<file path="config.mk">
export PLATFORM = sky130hd
export DESIGN_NAME = addseq_ctrl
export DESIGN_NICKNAME = d
export VERILOG_FILES = /design/src/rtl/addseq_ctrl.sv
export SDC_FILE = /design/constraint.sdc
export NUM_CORES = 1
export LEC_CHECK = 0
export ABC_CLOCK_PERIOD_IN_PS = 1100
export BUFFER_PORTS_ARGS = -buffer_cell sky130_fd_sc_hd__buf_2
export CAP_MARGIN = 5
export CORE_MARGIN = 1.5
export CORE_UTILIZATION = 30
export CTS_CLUSTER_DIAMETER = 80
export DETAILED_ROUTE_END_ITERATION = 8
export SYNTH_ARGS = -nofsm -noshare
export SYNTH_HDL_FRONTEND = slang
export SYNTH_SLANG_ARGS = --single-unit
</file>
<file path="constraint.sdc">
create_clock -name clk -period 1.1 [get_ports clk]
set_clock_uncertainty 0.05 [all_clocks]
set_input_delay 0.11 -clock clk [delete_from_list [all_inputs] [get_ports clk]]
set_output_delay 0.11 -clock clk [all_outputs]
set_load 0.005 [all_outputs]
</file>
<file path="src/rtl/addseq_ctrl.sv">
// ---------------------------------------------------------------------------
// addseq_ctrl
// Multi-word carry-chained add sequencer. Wide operands arrive as a stream of
// SIZE-bit words (least-significant first). Each word pair is steered into an
// external combinational adder; the adder's carry-out is registered and fed
// back as carry-in for the next word of the same operation. Result words are
// registered and handed downstream over a valid/ready interface.
//
// Optional feature macro: ADDSEQ_SUB_EN
//   When defined, adds input in_sub. A subtract operation inverts in_b on the
//   way to the adder and forces carry-in to 1 on the first word, so the last
//   word's out_carry is 1 when no borrow occurred.
//
// Ports:
//   clk, rst_n            clock (rising edge), async active-low reset
//   in_valid/in_ready     upstream handshake for one word pair
//   in_a, in_b            operand words
//   in_first, in_last     word is LS / MS word of an operation
//   in_sub                (ADDSEQ_SUB_EN only) subtract operation
//   add_a, add_b, add_cin drive to the external adder
//   add_sum, add_cout     results from the external adder
//   out_valid/out_ready   downstream handshake for one result word
//   out_sum               registered result word
//   out_last              result word is the MS word
//   out_carry             final carry-out, only on the last word, else 0
//   err                   sticky protocol-error flag, cleared only by reset
// ---------------------------------------------------------------------------
module addseq_ctrl #(
  parameter int SIZE = 4
) (
  input  logic            clk,
  input  logic            rst_n,
  input  logic            in_valid,
  output logic            in_ready,
  input  logic [SIZE-1:0] in_a,
  input  logic [SIZE-1:0] in_b,
  input  logic            in_first,
  input  logic            in_last,
`ifdef ADDSEQ_SUB_EN
  input  logic            in_sub,
`endif
  output logic [SIZE-1:0] add_a,
  output logic [SIZE-1:0] add_b,
  output logic            add_cin,
  input  logic [SIZE-1:0] add_sum,
  input  logic            add_cout,
  output logic            out_valid,
  input  logic            out_ready,
  output logic [SIZE-1:0] out_sum,
  output logic            out_last,
  output logic            out_carry,
  output logic            err
);

  typedef enum logic {
    IDLE = 1'b0,
    MID  = 1'b1
  } state_t;

  state_t state, state_nxt;
  logic   carry_q, carry_nxt;
  logic   accept;
  logic   op_start;
  logic   err_set;

`ifdef ADDSEQ_SUB_EN
  logic   sub_q;
`endif

  // A single output register: the upstream side may load it whenever it is
  // empty or being drained in the same cycle, so there is no bubble.
  assign in_ready = !out_valid || out_ready;
  assign accept   = in_valid && in_ready;

  // A word starts a fresh carry chain either because we are idle (even if
  // in_first is missing, which is flagged as an error) or because in_first
  // restarts the operation.
  assign op_start = (state == IDLE) || in_first;

  // Adder drive is purely combinational so the adder result is ready to be
  // captured at the same edge the word is accepted.
  always_comb begin
    add_a = in_a;
`ifdef ADDSEQ_SUB_EN
    add_b   = in_sub ? ~in_b : in_b;
    add_cin = op_start ? in_sub : carry_q;
`else
    add_b   = in_b;
    add_cin = op_start ? 1'b0 : carry_q;
`endif
  end

  // Next-state, next-carry and error detection. The carry chain is cleared
  // after the last word so a following single-word op never sees stale carry.
  always_comb begin
    state_nxt = state;
    carry_nxt = carry_q;
    err_set   = 1'b0;
    if (accept) begin
      state_nxt = in_last ? IDLE : MID;
      carry_nxt = in_last ? 1'b0 : add_cout;
      if ((state == IDLE) && !in_first) err_set = 1'b1;
      if ((state == MID) && in_first)   err_set = 1'b1;
`ifdef ADDSEQ_SUB_EN
      if ((state == MID) && (in_sub != sub_q)) err_set = 1'b1;
`endif
    end
  end

  // State and carry registers.
  always_ff @(posedge clk or negedge rst_n) begin
    if (!rst_n) begin
      state   <= IDLE;
      carry_q <= 1'b0;
    end else begin
      state   <= state_nxt;
      carry_q <= carry_nxt;
    end
  end

`ifdef ADDSEQ_SUB_EN
  // Remember the mode of the running operation to spot a mid-op change.
  always_ff @(posedge clk or negedge rst_n) begin
    if (!rst_n) begin
      sub_q <= 1'b0;
    end else if (accept) begin
      sub_q <= in_sub;
    end
  end
`endif

  // Output register. Data fields only change on accept, so they stay stable
  // while downstream stalls; out_valid drops once the word has been taken.
  always_ff @(posedge clk or negedge rst_n) begin
    if (!rst_n) begin
      out_valid <= 1'b0;
      out_sum   <= '0;
      out_last  <= 1'b0;
      out_carry <= 1'b0;
    end else if (accept) begin
      out_valid <= 1'b1;
      out_sum   <= add_sum;
      out_last  <= in_last;
      out_carry <= in_last ? add_cout : 1'b0;
    end else if (out_ready) begin
      out_valid <= 1'b0;
    end
  end

  // Sticky error flag.
  always_ff @(posedge clk or negedge rst_n) begin
    if (!rst_n) begin
      err <= 1'b0;
    end else if (err_set) begin
      err <= 1'b1;
    end
  end

endmodule

</file>
### Yosys cells after proc, flatten, opt, wreduce, memory -nomap -nowiden

Index checks and enable logic that the tools add are counted.

| storage, ports and cells | value |
|---|---|
| flip-flop bits (word level) | 10 |
| latch bits | 0 |
| memory bits (writable) | 0 |
| memory bits (read-only) | 0 |
| input port bits | 19 |
| output and inout bits | 18 |
| word-level logic and storage cells | 25 |
| memories kept | 0 |

| operators by class | value |
|---|---|
| $add $sub $neg | 0 |
| multiply operators | 0 |
| divide/modulo/power cells | 0 |
| magnitude comparators | 0 |
| equality and inequality tests | 0 |
| shift-type cells | 0 |
| multiplexer cells | 9 |
| bitwise logic cells | 1 |
| reductions and logical operators | 8 |

Operators with widths:

| operator | count |
|---|---|
| $mux 1 | 9 |
| $logic_and 1x1->1 | 3 |
| $logic_not 1->1 | 2 |
| $logic_or 1x1->1 | 2 |
| $reduce_bool 2->1 | 1 |
| $not 1->1 | 1 |

### Depth between registers and ports, before layout

Gate-level depths: netlist of the first run.

| depth | value |
|---|---|
| word-level depth | 5 |
| mapped depth | 3 |
| depth with buffers taken out | 3 |

### Worst setup path before layout of the first run

OpenSTA, ideal clock, no wires.

| timing | value |
|---|---|
| path kind | flip-flop to flip-flop |
| from | register out_valid |
| to | register carry_q |
| library setup time | 125 ps |
| data arrival time | 902 ps |
| data required time | 925 ps |
| setup slack | 23 ps |
| cell stages (with the launch flop) | 4 |
| path buffers | 0 |
| clock period less this slack | 1077 ps |
| cell sequence | dfrtp_1 > nand2b_4 > nand2_4 > mux2_4 |

| on the way | value |
|---|---|
| word-level cells in the longest chain between the ends | 3 |

RTL lines:

| what | line | RTL |
|---|---|---|
| from (decl) | 47 | `output logic out_valid,` |
| from (signal assigned) | 136 | `out_valid <= 1'b0;` |
| from (signal assigned) | 141 | `out_valid <= 1'b1;` |
| from (signal assigned) | 146 | `out_valid <= 1'b0;` |
| $logic_not 1->1 | 72 | `assign in_ready = !out_valid \|\| out_ready;` |
| $logic_or 1x1->1 | 72 |  |
| via in_ready | 34 | `output logic in_ready,` |
| $logic_and 1x1->1 | 73 | `assign accept = in_valid && in_ready;` |
| to (signal assigned) | 117 | `carry_q <= carry_nxt;` |
| to (decl) | 61 | `logic carry_q, carry_nxt;` |

The timed path passes the listed nets, and every way through them passes these cells.
A chain may end at the register's enable or synchronous reset.

### Final worst setup path of the first run

| timing | value |
|---|---|
| from | register state |
| to | output add_cin |

| on the way | value |
|---|---|
| word-level cells in the longest chain between the ends | 3 |

RTL lines:

| what | line | RTL |
|---|---|---|
| from (decl) | 60 | `state_t state, state_nxt;` |
| from (signal assigned) | 116 | `state <= state_nxt;` |
| $not 1->1 | 78 | `assign op_start = (state == IDLE) \|\| in_first;` |
| $logic_or 1x1->1 | 78 |  |
| $mux 1 | 89 | `add_cin = op_start ? 1'b0 : carry_q;` |
| to (decl) | 44 | `output logic add_cin,` |

No other way between the ends.

==> results.json, run 1 <==
{
  "outcome": "complete, but fails checks",
  "failed_checks": "negative setup slack",
  "fin_crit_sh_pct": 110,
  "layout-drive-gt1-share_pct": 67.9,
  "dr.pass1.iters": 2,
  "synth_seq_cells": 10,
  "place_hpwl_um": 622,
  "gr-max-usage-layer": "met2",
  "grtUsageTotal_pct": 10.4,
  "ys_seq_area_share_pct": 49.9,
  "critPathRequiredTime_ns": 0.94,
  "worstSetupPathType": "reg2out",
  "startpoint_type": "flop",
  "netlist-cell-type-count": 14,
  "final-setup-viol-count": 2,
  "grt_pass1_wl_um": 1390,
  "vdd_drop_max_mv": 0.645,
  "slew_viol_final": 0,
  "hold_class": "in2reg",
  "end_kind": "output port",
  "ys_warn_count": 0,
  "cts_buffers": 3,
  "antenna_found_initial": 0,
  "fillCellCount": 146,
  "die_width_um": 43.9,
  "cts_root_buf": "clkbuf_4",
  "worst_pin_slew_ns": 0.230,
  "grt_pass1_vias": 317,
  "antenna_cells": 0,
  "vias": 324,
  "power-per-cell-area_mw_per_mm2": 1470,
  "cts.sinks": 10,
  "critPathMaxFanout": 2,
  "cts_tree": "yes",
  "io_buffers": 20,
  "core.rowCount": 14,
  "grt_overflow_total": 0,
  "fin_ws_ns": -0.111,
  "cp.arrival_ns": 1.05,
  "hold_viol_final": 0,
  "start_util_pct": 32.5,
  "vias_per_cell": 4.50,
  "syn_to_final_growth_pct": 32.4,
  "avgSynthCellArea_um2": 13.9,
  "core_mm2": 0.00154,
  "syn_nets": 56,
  "wl_um": 875,
  "drv_cap": 0,
  "p_leak_nw": 0.353,
  "finalNetCount": 77,
  "cts_buffer_depth": 2,
  "drtIter0Drc": 1,
  "io_pins": 37,
  "clock_latency_ns": 0.27,
  "die_h_um": 43.9,
  "relSlewSlack_pct": 84.7,
  "ant_nets": 0,
  "grtUsageMet1_pct": 11.4,
  "rsz0062_at_grt": "true",
  "dieArea_mm2": 0.00193,
  "wl_per_cell_um": 12.2,
  "place_congestion": 0.759,
  "grt_util_met2_pct": 15.3,
  "synth_cells": 36,
  "path_clk_slew_ns": 0.07,
  "drc": 0,
  "period_minus_slack_ns": 1.21,
  "htreeDepth": 1,
  "rrSetupSlack_ns": 0,
  "hold_ws_ns": 0.0124,
  "fin_total_pwr_uw": 974,
  "max_freq_ghz": 0.826,
  "use_met3_pct": 5.00,
  "grt_max_degree": 11,
  "syn-cell-area_um2": 502
}
[registers in the layout, indices dropped and copies added (netlist names)]
register / count
carry_q: 1
err: 1
out_last: 1
out_valid: 1
out_carry: 1
state: 1
out_sum: 4
[synth_stat cells (all sizes together)]
cell type / n / area share [%]
inv: 2 / 1.5
mux2i: 1 / 2.0
nand4: 1 / 1.2
nand2b: 1 / 2.7
or2b: 1 / 1.5
a31o: 1 / 1.7
dfrtp: 10 / 50
mux2: 6 / 18
a21bo: 1 / 2.0
and2b: 1 / 1.5
nand2: 1 / 2.2
buf: 8 / 12
ha: 1 / 2.5
and2: 1 / 1.2
[routing by layer]
| layer | wire (um) | part of all wire (%) |
|---|---|---|
| met1 | 366 | 42 |
| met4 | 25 | 2.9 |
| met2 | 410 | 47 |
| met5 | 0 | 0 |
| met3 | 71 | 8.1 |
[layout by cell type, fill, tap and decap left out, drive strengths merged]
cell          n
buf          23
dfrtp        10
mux2          6
clkbuf        4
inv           2
nand2b        1
and2          1
nand2         1
nand4         1
a21bo         1
a31o          1
mux2i         1
and2b         1
or2b          1
ha            1
dlygate4sd3   1
[stage by stage]
step	utilization [%]	std cells	worst slack (ns)	TNS, ns	cell area [um2]
finish	43.1	72	-0.111	-0.153	664
global route	43.1	72	-0.162	-0.291	664
CTS	41.2	71	-0.135	-0.160	636
detailed placement	36.9	65	0.0187	0	569
global placement	36.9	65	0.0403	0	569
floorplan	-	36	0.0227	0	502
[cells by family after synthesis]
family	share of synthesized area [%]
AO/OA/AOI/OAI	3.74
multiplexers	20.0
AND/OR/NAND/NOR	10.5
flip-flops	49.9
buffers and inverters	13.5
adder cells (fa/ha/maj)	2.49
[worst paths after layout]
check / cells past startpoint / end / from
min: 2 / out_sum[0] / add_sum[0]
min reg2reg: 1 / err / err
max reg2reg: 4 / out_valid / out_valid
max in group asynchronous: 2 / state / rst_n
max: 3 / add_cin / state
min in group asynchronous: 2 / out_sum[1] / rst_n
[power breakdown]
part / internal (mW) / switching [mW] / leakage, nW / total [mW]
logic: 0.127 / 0.0734 / 0.216 / 0.200
registers: 0.411 / 0.0236 / 0.116 / 0.435
clock network: 0.201 / 0.138 / 0.0210 / 0.339
total: 0.739 / 0.235 / 0.353 / 0.974
[layout make-up]
type / instances / area (um2) / area share (%)
Inverter: 2 / 7.51 / 1.13
Tap cell: 16 / 20.0 / 3.01
Sequential cell: 10 / 250 / 37.7
Timing Repair Buffer: 24 / 146 / 22.0
Multi-Input combinational cell: 16 / 204 / 30.7
Clock buffer: 4 / 36.3 / 5.46
[worst max-delay path, stage by stage (launching register included)]
cell and delay, ns:
dfrtp_1 0.39, ha_2 0.16, and2_1 0.12, buf_2 0.12
[timing repair]
action | 4_1_cts | 5_1_grt
hold buffers | 1 | 0
endpoints found under the setup margin | 2 | 10
gates resized for setup | 3 | 3
hold endpoints to repair | 10 | 0
setup buffers | 1 | 1
pin swaps | 0 | 2
(Power assumes the default switching activity.)
==> run 2: changes to the inputs <==
==> constraint.sdc (replaced) <==
create_clock -name clk -period 1.1 [get_ports clk]
set_clock_uncertainty 0.05 [all_clocks]
set_input_delay 0.055 -clock clk [delete_from_list [all_inputs] [get_ports clk]]
set_output_delay 0.055 -clock clk [all_outputs]
set_load 0.005 [all_outputs]
==> run 2 against run 1 <==
  * The run still ends with negative setup slack left
  * Setup slack better by 0.057 ns
  * Critical path depth did not move
  * Cell area is 4.5% higher
  * Critical endpoint unchanged
  * Highest routed layer unchanged
==> results.json, run 2 (synthesized netlist as in run 1, its figures left out) <==
{
  "outcome": "complete, but fails checks",
  "failed_checks": "negative setup slack",
  "hold_class": "in2reg",
  "antenna_cells": 0,
  "cp_top_family": "flip-flops",
  "cts_root_buf": "clkbuf_4",
  "path_buf_inv": 1,
  "grtUsageTotal_pct": 10.5,
  "cts_tree": "yes",
  "worst_pin_slew_ns": 0.236,
  "finalNetCount": 81,
  "relSlewSlack_pct": 84.3,
  "vdd_drop_max_mv": 0.648,
  "fin_crit_sh_pct": 105,
  "drtIter0Drc": 0,
  "fin_total_pwr_uw": 976,
  "p_clk_share_pct": 34.4,
  "p_seq_share_pct": 44.5,
  "final_cell_mix": "buf_2, dfrtp_1, mux2_4, dlygate4sd3_1, clkbuf_4",
  "critPathMaxFanout": 2,
  "cp.arrival_ns": 1.05,
  "die_width_um": 43.9,
  "io_pins": 37,
  "core_mm2": 0.00154,
  "vias_per_cell": 4.47,
  "cts_buffer_depth": 2,
  "start_util_pct": 32.5,
  "cts.sinks": 10,
  "grt_pass1_vias": 334,
  "place_congestion": 0.759,
  "internal-power_uw": 745,
  "period_minus_slack_ns": 1.15,
  "switchingPower_uw": 230,
  "fin_ws_ns": -0.0538,
  "largest_reg_flops": 4,
  "rsz0062_at_grt": "true",
  "path_clk_slew_ns": 0.06,
  "drc": 0,
  "layout-drive-gt1-share_pct": 61.7,
  "critPathRequiredTime_ns": 1.00,
  "hold_ws_ns": 0.0586,
  "grt_pass1_wl_um": 1400,
  "p_sw_share_pct": 23.6,
  "grt_overflow_total": 0,
  "end_kind": "output port",
  "vias": 340,
  "max_freq_ghz": 0.867,
  "wl_um": 907,
  "power-per-cell-area_mw_per_mm2": 1410,
  "regMostFlops": "out_sum",
  "cts_buffers": 3,
  "wl_per_cell_um": 11.9,
  "place_hpwl_um": 622,
  "clock_latency_ns": 0.26,
  "final-setup-viol-count": 1,
  "drv_cap": 0,
  "core.rowCount": 14,
  "ant_nets": 0,
  "p_leak_nw": 0.365,
  "antenna_found_initial": 0,
  "io_buffers": 20,
  "slew_viol_final": 0,
  "final_common_cell": "buf_2",
  "dieArea_mm2": 0.00193,
  "fillCellCount": 148,
  "dr.pass1.iters": 1,
  "crit_path_top_delay_cell": "dfrtp_1",
  "htreeDepth": 1,
  "comb_power_share_pct": 21.1,
  "die_h_um": 43.9,
  "hold_viol_final": 0,
  "syn_to_final_growth_pct": 38.4,
  "startpoint_type": "flop",
  "path_cells": "ha_2, and2_1, buf_2",
  "grt_max_degree": 11,
  "critPathMaxStageDelay_ns": 0.39,
  "worstSetupPathType": "reg2out"
}
run 2: worst paths after layout:
check	startpoint	cells after the start	end	slack [ns]
worst min-delay path	in_valid	2	out_valid	0.06
worst min register to register	err	1	err	0.42
min in group asynchronous	rst_n	2	err	0.12
worst max register to register	out_valid	3	out_sum[3]	0.02
max in group asynchronous	rst_n	2	out_sum[3]	0.68
worst max-delay path	state	3	add_cin	-0.05
run 2: layout make-up:
type	instances	area (um2)	share of cell area, %
tap	16	20.0	2.88
timing repair buffer	28	185	26.7
sequential	10	250	36.0
clock buffer	4	36.3	5.23
multi-input combinational	16	195	28.1
inverter	2	7.51	1.08
run 2: what timing repair did:
item	CTS	global route
pin swaps	0	1
buffers inserted	0	1
setup endpoints to repair	2	8
resized for setup	2	2
hold buffers	6	0
endpoints found under the hold margin	15	0
run 2: worst register-to-register path: cells and delay by family (launching register included):
family | cells | cell delay [ns]
DFF | 1 | 0.40
muxes | 1 | 0.31
and+or+nand+nor | 2 | 0.20
run 2: power by group through the flow:
stage | Sequential (mW) | Clock (mW) | Combinational, mW
after floorplan | 0.443 | 0 | 0.112
after global placement | 0.442 | 0 | 0.169
after detailed placement | 0.442 | 0 | 0.173
after CTS | 0.435 | 0.351 | 0.192
after global routing | 0.439 | 0.367 | 0.223
final | 0.435 | 0.336 | 0.206
run 2: through the flow:
stage | area (um2) | setup WS (ns) | utilization, % | TNS [ns] | instances
after floorplan | 502 | 0.0227 | - | 0 | 36
after global placement | 569 | 0.0403 | 36.9 | 0 | 65
after detailed placement | 569 | 0.0187 | 36.9 | 0 | 65
after CTS | 672 | -0.0798 | 43.6 | -0.0798 | 75
after global routing | 694 | -0.107 | 45.0 | -0.141 | 76
final | 694 | -0.0538 | 45.0 | -0.0538 | 76
run 2: layer usage:
metal | part of all wire (%) | global-route usage [%] | vias to the layer above
met5 | 0 | 0 | -
met1 | 42 | 10.9 | 164
met4 | 2.8 | 7.88 | 0
li1 | - | - | 159
met3 | 7.4 | 5.00 | 6
met2 | 48 | 16.2 | 11
==> run 3: changes to the inputs <==
Settings changed: ABC_AREA from default to 1.
==> run 3 against run 2 <==
  * The run still ends with negative setup slack left
  * Register-to-register slack improved by 0.08 ns
  * Clock-buffer cell count decreased by 1
  * Synthesized cell count rose by 64%
  * Maximum frequency grew 4.6%
  * Global-route usage increased by 0.84 points
  * Combinational power decreased by 17%
  * Hold slack got worse by 0.027 ns
  * First-iteration DRC count grew 4
  * Setup slack improved by 0.051 ns
  * Sequential cell count did not move
  * Sequential power is essentially flat
  * Largest power group unchanged
==> results.json, run 3 <==
{
  "pre_cts_ws_ns": 0.108,
  "cts_buffers": 3,
  "dr.pass1.iters": 2,
  "die_h_um": 44.1,
  "place_area_um2": 552,
  "grt_overflow_total": 0,
  "final-setup-viol-count": 1,
  "fin_crit_sh_pct": 100,
  "htreeDepth": 1,
  "cts_root_buf": "clkbuf_4",
  "rrSetupSlack_ns": 0.10,
  "fin_ws_ns": -0.00269,
  "avgSynthCellArea_um2": 8.59,
  "drv_cap": 0,
  "synth_most_common_cell": "nand2_1",
  "hold_depth": 3,
  "core_mm2": 0.00154,
  "grtUsageTotal_pct": 11.3,
  "p_leak_nw": 0.379,
  "syn-cell-area_um2": 507,
  "die_width_um": 44.1,
  "layout-drive-gt1-share_pct": 35.4,
  "place_hpwl_um": 806,
  "p_clk_share_pct": 29.4,
  "hold_class": "in2reg",
  "period_minus_slack_ns": 1.10,
  "vias": 430,
  "synth-main-ff-cell": "dfrtp_1",
  "reg2reg_to": "out_sum[1]",
  "synth_common_cells": "nand2_1, dfrtp_1, buf_4, nand3_1, inv_1",
  "synth-edff-count": 0,
  "power-per-cell-area_mw_per_mm2": 1350,
  "start_util_pct": 32.9,
  "drc": 0,
  "grt_max_degree": 11,
  "finalNonFillerCells": 95,
  "hold_path_end": "out_last",
  "syn_to_final_growth_pct": 25.2,
  "final_util_pct": 41.2,
  "finalNetCount": 101,
  "vias_per_cell": 4.53,
  "antenna_found_initial": 0,
  "drtIter0Drc": 4,
  "cts_tree": "yes",
  "vdd_drop_max_mv": 0.433,
  "use_met3_pct": 4.08,
  "failed_checks": "negative setup slack",
  "synth_top_area_share_pct": 49.4,
  "synthArstFlopShare_pct": 100,
  "synth_cells": 59,
  "netlist-cell-type-count": 10,
  "relSlewSlack_pct": 84.9,
  "critPathMaxFanout": 2,
  "grt_util_met2_pct": 16.8,
  "wl_per_cell_um": 10.8,
  "synth.largest_area_cell": "dfrtp_1",
  "yosys-top-cells-area": "dfrtp_1, nand2_1, buf_4, nand3_1, buf_6",
  "place_congestion": 0.661,
  "p_seq_share_pct": 50.6,
  "hp-start": "in_last",
  "switchingPower_uw": 232,
  "worstSetupPathType": "reg2out",
  "place_inst": 86,
  "regMostFlops": "out_sum",
  "worst_pin_slew_ns": 0.226,
  "ant_nets": 0,
  "multi_input_area_um2": 154,
  "hold_viol_final": 0,
  "path_clk_slew_ns": 0.07,
  "largest_reg_flops": 4,
  "outcome": "complete, but fails checks",
  "io_pins": 37,
  "final_cell_mix": "nand2_1, buf_2, dfrtp_1",
  "grt_pass1_vias": 381,
  "grtUsageMet1_pct": 13.3,
  "end_kind": "output port",
  "fillCellCount": 174,
  "worstRegToRegCells": 4,
  "cts_buffer_depth": 2,
  "gr-max-usage-layer": "met2",
  "max_freq_ghz": 0.907,
  "ys_seq_area_share_pct": 49.4,
  "finalInstanceArea_um2": 634,
  "io_buffers": 20,
  "cts.sinks": 10,
  "startpoint_type": "flop",
  "grt_pass1_wl_um": 1550,
  "antenna_cells": 0,
  "cp.arrival_ns": 1.00,
  "fin_total_pwr_uw": 855,
  "wl_um": 1030,
  "comb_power_share_pct": 20.0,
  "critPathRequiredTime_ns": 1.00,
  "area.sequential_um2": 250,
  "syn_nets": 79,
  "internal-power_uw": 623,
  "rsz0062_at_grt": "true",
  "clock_latency_ns": 0.26,
  "synth_seq_cells": 10,
  "dieArea_mm2": 0.00194,
  "core.rowCount": 14,
  "p_sw_share_pct": 27.1,
  "slew_viol_final": 0,
  "ys_warn_count": 0,
  "r2r_start": "out_valid"
}
-- run 3: changes by cell type after synthesis, moves of 2 or more --
| cell | previous run | this run |
|---|---|---|
| nand2_1 | 0 | 20 |
| nand3_1 | 0 | 8 |
| mux2_4 | 6 | 0 |
| inv_1 | 2 | 6 |
| buf_6 | 0 | 2 |
| nand2_2 | 0 | 2 |
-- run 3: what timing repair did --
| item | 4_1_cts | 5_1_grt |
|---|---|---|
| setup endpoints to repair | 1 | 1 |
| buffers inserted | 0 | 1 |
| hold buffers | 5 | 0 |
| resized for setup | 1 | 0 |
| hold endpoints to repair | 14 | 0 |
-- run 3: worst max path at each step --
stage	from	end	slack, ns	cells after the start
3_5_place_dp	out_valid	state	0.11	4
5_1_grt	state	add_cin	-0.06	4
2_1_floorplan	state	err	0.20	3
4_1_cts	state	add_cin	-0.02	4
6_report	state	add_cin	-0.003	4
3_3_place_gp	state	err	0.17	3
-- run 3: cells by family after synthesis --
| group | synth area share, % |
|---|---|
| flip-flops | 49.4 |
| buffers and inverters | 20.7 |
| AND/OR/NAND/NOR | 27.4 |
| adder cells (fa/ha/maj) | 2.47 |
-- run 3: metal layers --
layer,share of wire [%],up-vias
met5,0,-
met4,0.49,0
met3,11,2
met2,48,18
met1,41,197
li1,-,213
-- run 3: cell type report --
type / count / share of cell area, %
multi-input cells: 33 / 24.3
repair buffers: 27 / 26.0
flip-flops and latches: 10 / 39.4
clock buffers: 3 / 3.55
well taps: 16 / 3.16
inverters: 6 / 3.55
-- run 3: worst max-delay path: stages (launching register included) --
cell,delay [ns]
dfrtp_1,0.38
ha_2,0.17
nand2_1,0.05
inv_1,0.03
buf_2,0.11
-- run 3: power groups by stage --
| stage | clock network (mW) | registers (mW) | logic [mW] |
|---|---|---|---|
| 4_1_cts | 0.254 | 0.433 | 0.169 |
| 3_5_place_dp | 0 | 0.440 | 0.155 |
| 5_1_grt | 0.275 | 0.438 | 0.194 |
| 6_report | 0.251 | 0.432 | 0.171 |
| 2_1_floorplan | 0 | 0.441 | 0.100 |
| 3_3_place_gp | 0 | 0.440 | 0.151 |
-- run 3: per-stage QoR --
step | setup TNS [ns] | hold slack, ns
2_1_floorplan | 0 | -0.291
3_3_place_gp | 0 | -0.123
3_5_place_dp | 0 | -0.122
4_1_cts | -0.0209 | 0.0275
5_1_grt | -0.0625 | 0.0458
6_report | -0.00269 | 0.0315
